### config.mk
export PLATFORM = sky130hd
export DESIGN_NAME = counter_modulo_preset
export DESIGN_NICKNAME = d
export VERILOG_FILES = /design/src/rtl/counter_pkg.sv /design/src/rtl/counter_oneshot_fsm.sv /design/src/rtl/counter_modulo_preset.sv
export SDC_FILE = /design/constraint.sdc
export NUM_CORES = 1
export LEC_CHECK = 0
export ABC_CLOCK_PERIOD_IN_PS = 4500
export CELL_PAD_IN_SITES_DETAIL_PLACEMENT = 0
export CELL_PAD_IN_SITES_GLOBAL_PLACEMENT = 1
export CORE_MARGIN = 2
export CORE_UTILIZATION = 40
export DETAILED_ROUTE_END_ITERATION = 8
export HOLD_SLACK_MARGIN = 0.06
export PLACE_DENSITY = 0.83
export SYNTH_ARGS = -nofsm -noshare
export SYNTH_HDL_FRONTEND = slang
export SYNTH_SLANG_ARGS = --single-unit
### constraint.sdc
create_clock -name c -period 4.5 [get_ports c]
set_clock_uncertainty 0.2 [all_clocks]
set_input_delay 0.675 -clock c [delete_from_list [all_inputs] [get_ports c]]
set_output_delay 0.675 -clock c [all_outputs]
set_load 0.05 [all_outputs]
### src/rtl/counter_pkg.sv
// Shared definitions for the modulo/preset counter.
//   - Mode encodings driven on the counter's mode port.
//   - One-shot sequencer state encodings.
//   - default_limit(): reset value of the limit register (0 selects all-ones).
package counter_pkg;

    typedef enum logic [1:0] {
        MODE_WRAP    = 2'b00,
        MODE_SAT     = 2'b01,
        MODE_ONESHOT = 2'b10,
        MODE_RSVD    = 2'b11
    } mode_e;

    typedef enum logic [1:0] {
        ST_IDLE = 2'b00,
        ST_RUN  = 2'b01,
        ST_DONE = 2'b10
    } state_e;

    function automatic logic [63:0] default_limit(input int bits, input int maxvalue);
        if (maxvalue != 0) begin
            return 64'(maxvalue);
        end
        return (64'd1 << bits) - 64'd1;
    endfunction

endpackage

### src/rtl/counter_oneshot_fsm.sv
// One-shot sequencer for counter_modulo_preset.
// Ports:
//   clk_i       clock, rising edge
//   rst_ni      asynchronous active-low reset
//   clr_i       synchronous clear, forces IDLE
//   oneshot_i   one-shot mode selected; when low the FSM is held in IDLE
//   start_i     qualified start (already masked by higher-priority actions)
//   boundary_i  qualified boundary event while running
//   busy_o      registered, high while in RUN
//   done_o      registered, one-cycle pulse in DONE
//   run_o       state is RUN (datapath count enable in one-shot mode)
//   idle_o      state is IDLE (datapath may accept a start)
module counter_oneshot_fsm
    import counter_pkg::*;
(
    input  logic clk_i,
    input  logic rst_ni,
    input  logic clr_i,
    input  logic oneshot_i,
    input  logic start_i,
    input  logic boundary_i,
    output logic busy_o,
    output logic done_o,
    output logic run_o,
    output logic idle_o
);

    state_e state_q;
    logic   busy_q;
    logic   done_q;

    always_ff @(posedge clk_i or negedge rst_ni) begin
        if (!rst_ni) begin
            state_q <= ST_IDLE;
            busy_q  <= 1'b0;
            done_q  <= 1'b0;
        end else if (clr_i || !oneshot_i) begin
            // Aborting a run never produces a done pulse.
            state_q <= ST_IDLE;
            busy_q  <= 1'b0;
            done_q  <= 1'b0;
        end else begin
            case (state_q)
                ST_IDLE: begin
                    if (start_i) begin
                        state_q <= ST_RUN;
                        busy_q  <= 1'b1;
                    end
                    done_q <= 1'b0;
                end
                ST_RUN: begin
                    if (boundary_i) begin
                        state_q <= ST_DONE;
                        busy_q  <= 1'b0;
                        done_q  <= 1'b1;
                    end else begin
                        busy_q  <= 1'b1;
                        done_q  <= 1'b0;
                    end
                end
                ST_DONE: begin
                    state_q <= ST_IDLE;
                    busy_q  <= 1'b0;
                    done_q  <= 1'b0;
                end
                default: begin
                    state_q <= ST_IDLE;
                    busy_q  <= 1'b0;
                    done_q  <= 1'b0;
                end
            endcase
        end
    end

    assign busy_o = busy_q;
    assign done_o = done_q;
    assign run_o  = (state_q == ST_RUN);
    assign idle_o = (state_q == ST_IDLE);

endmodule

### src/rtl/counter_modulo_preset.sv
// Up/down counter with preset load, runtime-programmable modulo limit and
// wrap / saturate / one-shot modes.
// Ports:
//   c       clock, rising edge
//   clr_n   asynchronous active-low reset
//   clr     synchronous clear (limit kept)
//   en      count enable
//   dir     0 = up, 1 = down
//   ld/in   synchronous preset load, clamped to the limit
//   max_ld/max_in  load a new limit; out is clamped down to it
//   mode    00 wrap, 01 saturate, 10 one-shot, 11 behaves as wrap
//   start   one-shot start request
//   out     registered count
//   ovf     registered boundary-event pulse
//   tc      combinational terminal count for the current dir
//   busy    one-shot run in progress
//   done    one-cycle one-shot completion pulse
module counter_modulo_preset
    import counter_pkg::*;
#(
    parameter int BITS     = 8,
    parameter int MAXVALUE = 0
) (
    input  logic            c,
    input  logic            clr_n,
    input  logic            clr,
    input  logic            en,
    input  logic            dir,
    input  logic            ld,
    input  logic [BITS-1:0] in,
    input  logic            max_ld,
    input  logic [BITS-1:0] max_in,
    input  logic [1:0]      mode,
    input  logic            start,
    output logic [BITS-1:0] out,
    output logic            ovf,
    output logic            tc,
    output logic            busy,
    output logic            done
);

    localparam logic [BITS-1:0] LIMIT_RST = BITS'(default_limit(BITS, MAXVALUE));

    logic [BITS-1:0] out_q, out_d;
    logic [BITS-1:0] limit_q, limit_d;
    logic            ovf_q, ovf_d;

    logic oneshot;
    logic saturating;
    logic clamp;
    logic start_go;
    logic count_ok;
    logic boundary;
    logic fsm_run;
    logic fsm_idle;

    always_comb begin
        oneshot    = (mode == MODE_ONESHOT);
        // One-shot runs saturate at the boundary; reserved mode behaves as wrap.
        saturating = (mode == MODE_SAT) || oneshot;

        limit_d = limit_q;
        if (!clr && max_ld) begin
            limit_d = max_in;
        end

        tc = dir ? (out_q == '0) : (out_q == limit_q);

        clamp    = max_ld && (out_q > max_in);
        start_go = oneshot && fsm_idle && start && !clr && !ld && !clamp;
        count_ok = !clr && !ld && !clamp && !start_go && en && (!oneshot || fsm_run);
        boundary = count_ok && tc;

        out_d = out_q;
        ovf_d = 1'b0;
        if (clr) begin
            out_d = '0;
        end else if (ld) begin
            out_d = in;
        end else if (clamp) begin
            out_d = max_in;
        end else if (start_go) begin
            out_d = dir ? limit_d : '0;
        end else if (count_ok) begin
            if (tc) begin
                ovf_d = 1'b1;
                if (!saturating) begin
                    out_d = dir ? limit_q : '0;
                end
            end else if (dir) begin
                out_d = out_q - BITS'(1);
            end else begin
                out_d = out_q + BITS'(1);
            end
        end

        // The count never exceeds the limit that takes effect on this edge:
        // this bounds preset loads and a limit lowered while counting.
        if (out_d > limit_d) begin
            out_d = limit_d;
        end
    end

    always_ff @(posedge c or negedge clr_n) begin
        if (!clr_n) begin
            out_q   <= '0;
            limit_q <= LIMIT_RST;
            ovf_q   <= 1'b0;
        end else begin
            out_q   <= out_d;
            limit_q <= limit_d;
            ovf_q   <= ovf_d;
        end
    end

    counter_oneshot_fsm u_fsm (
        .clk_i      (c),
        .rst_ni     (clr_n),
        .clr_i      (clr),
        .oneshot_i  (oneshot),
        .start_i    (start_go),
        .boundary_i (boundary),
        .busy_o     (busy),
        .done_o     (done),
        .run_o      (fsm_run),
        .idle_o     (fsm_idle)
    );

    assign out = out_q;
    assign ovf = ovf_q;

endmodule

==> flow_metrics.env <==
export IMPL_outcome="complete, no violations"
export IMPL_yosysMostFrequentCell="inv_1"
export IMPL_finalCritPeriodShare_pct=95.2
export IMPL_fmax_mhz=233
export IMPL_hp_class="reg2reg"
export IMPL_synth_cell_types=54
export IMPL_via_per_inst=5.78
export IMPL_fp_coreArea_sq_um=5570
export IMPL_maxSlewViolCount=0
export IMPL_portBuffers=37
export IMPL_min_to="u_fsm.busy_o"
export IMPL_slew_headroom_pct=33.4
export IMPL_start_kind="primary input"
export IMPL_syn_cell_area_sq_um=2340
export IMPL_clk_latency_ns=0.27
export IMPL_ys_seq_elements=21
export IMPL_critical_path_class="in2reg"
export IMPL_fp_dieW_microns=80.6
export IMPL_die_h_microns=80.6
export IMPL_r2r_start="out[5]"
export IMPL_cp_cell_sequence="clkdlybuf4s50_1, inv_1, ha_1, nand4_1, or3b_1, a21oi_2, or2_4, a311oi_2, a211oi_2, nor3_1, ha_1, nor2b_1, o21a_1, o21a_1, o21bai_1, a21oi_2, buf_6, a221oi_1"
export IMPL_antenna_left=0
export IMPL_antenna_found_initial=0
export IMPL_power_leakage_uw=0.00149
export IMPL_area_growth_pct=39.2
export IMPL_critPathBufInv=3
export IMPL_setup_viol=0
export IMPL_synth_edf_count=0
export IMPL_drive_gt1_share_pct=23.8
export IMPL_final_nets=421
export IMPL_wl_per_cell_microns=17.2
export IMPL_min_from="u_fsm.busy_o"
export IMPL_grt_pass1_wl_microns=11700
export IMPL_clk_pin_slew_worst_paths_ns=0.08
export IMPL_max_cap_viol_count=0
export IMPL_grt_util_all_layers_pct=23.5
export IMPL_vdd_drop_max_uv=231
export IMPL_rows=27
export IMPL_seq_area_frac_synth_pct=22.8
export IMPL_reg2reg_to="out[6]"
export IMPL_crit_path_max_fanout=7
export IMPL_yosys_top_cells_count="inv_1, ha_1, a21oi_1"
export IMPL_synth_area_top_cells="dfrtp_1, ha_1, dfstp_2"
export IMPL_n_antenna_cell=0
export IMPL_syn_nets=343
export IMPL_worst_setup_path_end_kind="flop"
export IMPL_fin_crit_ns=4.28
export IMPL_clockBufferDepth=2
export IMPL_ios=38
export IMPL_async_flop_share_pct=100
export IMPL_route_detailed_drc=0
export IMPL_hpwlAfterDp_microns=6030
export IMPL_cts_made_buffers=3
export IMPL_tritoncts="done"
export IMPL_place_inst=437
export IMPL_routed_wl_microns=7600
export IMPL_max_stage_delay_ns=0.48
export IMPL_post_cts_setup_buffers=0
export IMPL_ys_flop_type="dfrtp_1"
export IMPL_synth_area_per_cell_sq_um=8.00
export IMPL_arrival_ns=4.25
export IMPL_htree_levels=1
export IMPL_finalNonFillerCells=442
export IMPL_grt_overflow_total=0
export IMPL_rr_worst_depth=15
export IMPL_grt_pass1_vias=2352
export IMPL_cts_sinks=21
export IMPL_clockRootBuffer="clkbuf_8"
export IMPL_powerDensity_nw_per_um2=441
export IMPL_gp_congestion=0.908
export IMPL_critPathRequiredTime_ns=4.47
export IMPL_first_pass_iters=5
export IMPL_worstHoldPathCells=2
export IMPL_tightest_slew_ns=0.996
export IMPL_slowest_stage="clkdlybuf4s50_1"
export IMPL_die_area_sq_um=6490
export IMPL_syn_inst=293
export IMPL_synth_top_area_share_pct=13.9
export IMPL_crit_family="compound AO/OA/AOI/OAI gates"
export IMPL_cp_depth=18
export IMPL_rrSetupSlack_ns=0.59
export IMPL_grt_start_max_net_pins=22
export IMPL_yosysWarningCount=0
export IMPL_yosysTopAreaCell="dfrtp_1"
export IMPL_drt_iter0_drc=134
export IMPL_critPathLaunch="max_in[2]"
export IMPL_num_vias=2554
export IMPL_finalSetupTns_ns=0
export IMPL_start_util_pct=42.1
export IMPL_hold_viol=0
==> stage by stage <==
stage	hold WS (ns)	power [uW]	utilization [%]	area, sq um	worst slack [ns]
final	0.338	1440	58.5	3260	0.217
after global routing	0.400	1540	58.5	3260	-0.0270
after CTS	0.339	1380	56.8	3170	0.00381
after detailed placement	0.326	1250	56.0	3120	-0.258
after global placement	0.321	1240	56.0	3120	-0.164
after floorplan	0.179	884	-	2340	0.240
==> tightest hold or removal path, delay by kind of cell (launching register included) <==
family	cells	cell delay, ns
AOI/OAI and AO/OA	1	0.06
and+or+nand+nor	1	0.06
DFF	1	0.38
==> cells in the final DEF (no fill, tap or decap), types with 12 or more instances in the layout <==
master           instances
inv_1                   31
o21ai_0                 12
xor2_1                  12
buf_4                   48
ha_1                    21
clkdlybuf4s50_1         36
nor2_1                  16
a21oi_1                 21
nand2_1                 19
nand3_1                 14
dfrtp_1                 13
==> worst max-delay path by stage <==
stage             end  slack, ns
2_1_floorplan  out[3]       0.24
3_3_place_gp   out[6]      -0.16
3_5_place_dp   out[6]      -0.26
4_1_cts        out[6]      0.004
5_1_grt        out[6]      -0.03
6_report       out[6]       0.22
==> flip-flops by register name, summed over array words and instances, names as in the netlist <==
name,flops
ovf,1
u_fsm.busy_o,1
u_fsm.done_o,1
limit_q,8
out,8
u_fsm.state_q,2
==> routing by layer <==
layer	global-route usage, %	part of all wire (%)	up-vias
met5	0	0	-
li1	-	-	1234
met1	32.5	46	1205
met2	39.3	48	106
met3	1.69	5.6	9
met4	6.44	1.0	0
==> report_power, final <==
group	switching, uW	leakage (uW)	internal [uW]
registers	81.9	0.000256	234
logic	555	0.00121	438
clock network	68.0	0.0000255	61.9
==> repair_timing <==
action / CTS / global route
hold buffers: 0 / 0
gates resized for setup: 0 / 18
setup endpoints to repair: 0 / 8
hold endpoints to repair: 0 / 0
==> cell families after synthesis <==
family,after synthesis,share of synthesized area [%]
adders and majority gates,24,13.1
muxes,8,3.58
AOI/OAI and AO/OA,91,27.5
and+or+nand+nor,89,20.1
DFF,21,22.8
xor gates and xnor gates,13,4.86
buffers and inverters,47,7.95
==> layout make-up <==
cell class	instances	area (sq um)
clock buffers	3	41.3
clock inverters	1	5.00
fillers	532	2310
inverters	33	124
multi-input cells	226	1720
flip-flops and latches	21	536
well taps	72	90.1
repair buffers	86	752
No activity file was read; power rests on OpenSTA's default activity.
==> variant 1: new RTL, config.mk and constraints unchanged <==
The output `ovf` loses its register stage (`ovf_q` becomes a continuous assignment).
--- a/src/rtl/counter_modulo_preset.sv
+++ b/src/rtl/counter_modulo_preset.sv
@@ -107,3 +107,2 @@
             limit_q <= LIMIT_RST;
-            ovf_q   <= 1'b0;
         end else begin
@@ -111,5 +110,6 @@
             limit_q <= limit_d;
-            ovf_q   <= ovf_d;
         end
     end
+
+    assign ovf_q = ovf_d;
 
Function: changed (a bounded check fails within 4 cycles, from zero or initial values).
==> variant 1 against the unedited design <==
Routed wire length up 3.8%. Setup slack worse by 0.052 ns. Sequential cell count fell by 1. Utilization is 1.8 points higher. Power up 3.0%. Area after synthesis fell by 1.1%. Design area up 2.4%. Critical path type unchanged.
==> variant 1: results (changes against the unedited design) <==
- Reg2reg path depth: 18 (+3)
- Outcome: complete, no violations
- Final nets: 429 (+1.9%)
- GP Congestion: 0.930 (+2.5%)
- Post-synthesis adder-cell area fraction: 13.3% (+0.14 points)
- Max Freq: 0.231 GHz (-1.2%)
- DPL Wire Length: 6190 µm (+2.6%)
- Wirelength per Cell: 17.5 µm (+1.9%)
- Multiplexer area fraction after synthesis: 3.61% (+0.039 points)
- Compound-gate portion of the synthesized area: 27.8% (+0.30 points)
- Largest net degree at the start of global routing: 24 (+9.1%)
- Cts repair resizes: 2 (+2)
- Delay of the slowest critical-path stage: 0.46 ns (-0.02 ns)
- GRT Overall Usage: 24.6% (+1.1 points)
- Max_slew headroom: 34.2% (+0.82 points)
- Crit path max-delay family: buffers and inverters
- Maximum level of the CTS H-tree: 1 (unchanged)
- Number of global-route vias before repair: 2510 (+6.7%)
- Pre-CTS setup slack: -0.259 ns (-0.00171 ns)
- Worst Setup SP: max_in[6]
- Reg-to-reg startpoint: out[6]
- Post-cts hold buffer count: 0 (unchanged)
- Initial DRC count: 164 (+22%)
- Top cells by area, synth: dfrtp_1, ha_1, dfstp_2
- Reg2reg setup slack: 0.52 ns (-0.07 ns)
- Post-DP Area: 0.00317 mm² (+1.7%)
- Post-synth net total: 342 (-0.29%)
- Routed vias: 2568 (+0.55%)
- Proportion of synthesized chip area in sequential cells: 22.0% (-0.83 points)
- Worst Hold Launch: u_fsm.busy_o
- Syn Inst Count: 292 (-0.34%)
- Dpl cells: 445 (+1.8%)
- Lkg Pwr: 0.00154 µW (+3.1%)
- First-pass GRT wire length: 12200 µm (+4.0%)
- Filler Cells Inserted: 503 (-5.5%)
- RR Endpoint: out[5]
- Total wire length: 7890 µm (+3.8%)
- Crit path DAT: 4.32 ns (+0.07 ns)
- XOR/XNOR Fraction of Synth Area: 4.91% (+0.052 points)
## variant 1: tightest hold or removal path, stage by stage (launching register included)
cell and delay, ns:
dfrtp_1 0.38, nand2_1 0.06, a21oi_1 0.06
## variant 1: area by class of cell
class	instances	area (µm²)	share of cell area (%)
timing repair buffer	96	838	25.1
inverter	33	124	3.71
multi-input combinational	225	1720	51.6
clock buffer	4	55.1	1.65
tap	72	90.1	2.70
sequential	20	510	15.3
## variant 1: layer usage
| layer | GRT usage, % | wire length [µm] | vias to the layer above |
|---|---|---|---|
| li1 | - | - | 1246 |
| met1 | 34.7 | 3480 | 1210 |
| met2 | 40.3 | 3790 | 95 |
| met3 | 1.35 | 428 | 17 |
| met4 | 7.46 | 188 | 0 |
| met5 | 0 | 0 | - |
## variant 1: report_power, final
group / internal [µW] / switching (µW)
logic: 465 / 558
registers: 225 / 85.2
clock network: 78.3 / 70.0
total: 769 / 714
==> variant 2: new RTL, same settings <==
Made on the original files. The parameter `BITS` goes from 8 to 10.
--- a/src/rtl/counter_modulo_preset.sv
+++ b/src/rtl/counter_modulo_preset.sv
@@ -20,3 +20,3 @@
 #(
-    parameter int BITS     = 8,
+    parameter int BITS     = 10,
     parameter int MAXVALUE = 0
Interface: changed (resized in, max_in and out); port bits go from 38 to 44. No check against the original RTL was run, so the function may have changed too.
==> variant 2 against the unedited design <==
Setup slack lost 0.061 ns. Largest power group unchanged. Sequential cell count grew 4. First-iteration DRC count grew 94%. Area after synthesis grew 17%. Non-clock buffer count grew 46. Synthesized cell count grew 14%. Routed wire length grew 35%. Design area grew 35%. Power grew 20%. Via count grew 26%. Critical path type unchanged.
==> variant 2: results (changes against the unedited design) <==
- Reg-to-reg startpoint: out[4]
- Non-CTS buffers: 132 (+53%)
- FF/Latch Area: 647 µm² (+21%)
- Port bufs: 43 (+16%)
- Inverters: 32 (-3.0%)
- Hold endpoint: u_fsm.busy_o
- Share of layout cells above drive strength 1: 40.3% (+17 points)
- Peak VDD IR: 0.172 mV (-25%)
- Cts repair resizes: 36 (+36)
- Delay of the slowest critical-path stage: 0.41 ns (-0.07 ns)
- Routed vias: 3228 (+26%)
- Wirelength per Cell: 19.1 µm (+11%)
- Minimum clock period: 4.34 ns (+0.0609 ns)
- Crit path DAT: 4.29 ns (+0.04 ns)
- GP Congestion: 0.984 (+8.4%)
- Commonest cells post-synth: inv_1, ha_1, nand2_1, nand3_1, a21oi_1
- GRT Overall Usage: 26.4% (+2.9 points)
- Post-DP Area: 0.00384 mm² (+23%)
- NonClk Buf Share: 26.2% (+3.1 points)
- First-pass GRT wire length: 15500 µm (+32%)
- Max_slew headroom: 65.1% (+32 points)
- Asr flop ratio synth: 100% (unchanged)
- Number of global-route vias before repair: 3053 (+30%)
- Filler Cells Inserted: 541 (+1.7%)
- Unique cell type count in the Yosys netlist: 63 (+17%)
- Proportion of synthesized chip area in sequential cells: 23.3% (+0.44 points)
- Finished Cell Area: 0.00441 mm² (+35%)
- Outcome: complete, no violations
- #MultiIn Comb: 261 (+15%)
- DPL Wire Length: 7830 µm (+30%)
- Lkg Pwr: 0.00195 µW (+30%)
- Final nets: 515 (+22%)
- Clk buf depth: 2 (unchanged)
- Reg power frac: 20.8% (-1.2 points)
- Clock Buffer Count: 4 (+1)
- Crit-path slowest cell: a2111oi_4
- Reg2reg path depth: 15 (unchanged)
- Reg2reg setup slack: 0.25 ns (-0.34 ns)
- Sw Share: 45.8% (-3.2 points)
- Crit path to: out[3]
- Hold Path Stages: 1 (-1)
- Post-synth net total: 393 (+15%)
- ClkCell Share: 1.02% (-0.40 points)
- Seq cells: 25 (+19%)
- Pre-CTS setup slack: -0.736 ns (-0.478 ns)
- RR Endpoint: out[9]
- Multi-input combinational area share: 53.1% (+0.57 points)
- Largest net degree at the start of global routing: 19 (-14%)
- Seq. pwr: 359 µW (+14%)
- Postcts setup bufs: 4 (+4)
- Top cells by area, synth: dfrtp_1, ha_1, dfstp_2
- Initial DRC count: 260 (+94%)
- Max FO, Critical Path: 6 (-1)
- Worst Hold Launch: u_fsm.state_q[0]
- Worst Setup SP: max_in[7]
- Comb pwr share: 71.5% (+2.5 points)
[variant 2: logic make-up after synthesis]
| group | Yosys count | synth area share [%] |
|---|---|---|
| muxes | 17 | 6.71 |
| buffers and inverters | 47 | 7.03 |
| adders and majority gates | 30 | 14.0 |
| and+or+nand+nor | 106 | 19.9 |
| DFF | 25 | 23.3 |
| AOI/OAI and AO/OA | 90 | 23.4 |
| xor gates and xnor gates | 18 | 5.75 |
[variant 2: layer usage]
metal / track usage, % / part of all wire [%] / up-vias / wire length, µm
li1: - / - / 1480 / -
met1: 34.7 / 42 / 1568 / 4270
met2: 44.1 / 48 / 148 / 4930
met3: 4.00 / 7.4 / 32 / 753
met4: 8.66 / 2.7 / 0 / 276
met5: 0 / 0 / - / 0
[variant 2: per-stage QoR]
stage / instances / hold WS (ns) / utilization [%]
final: 534 / 0.417 / 65.6
after global routing: 534 / 0.445 / 65.6
after CTS: 529 / 0.412 / 60.9
after detailed placement: 520 / 0.396 / 57.1
after global placement: 520 / 0.389 / 57.1
after floorplan: 333 / 0.179 / -
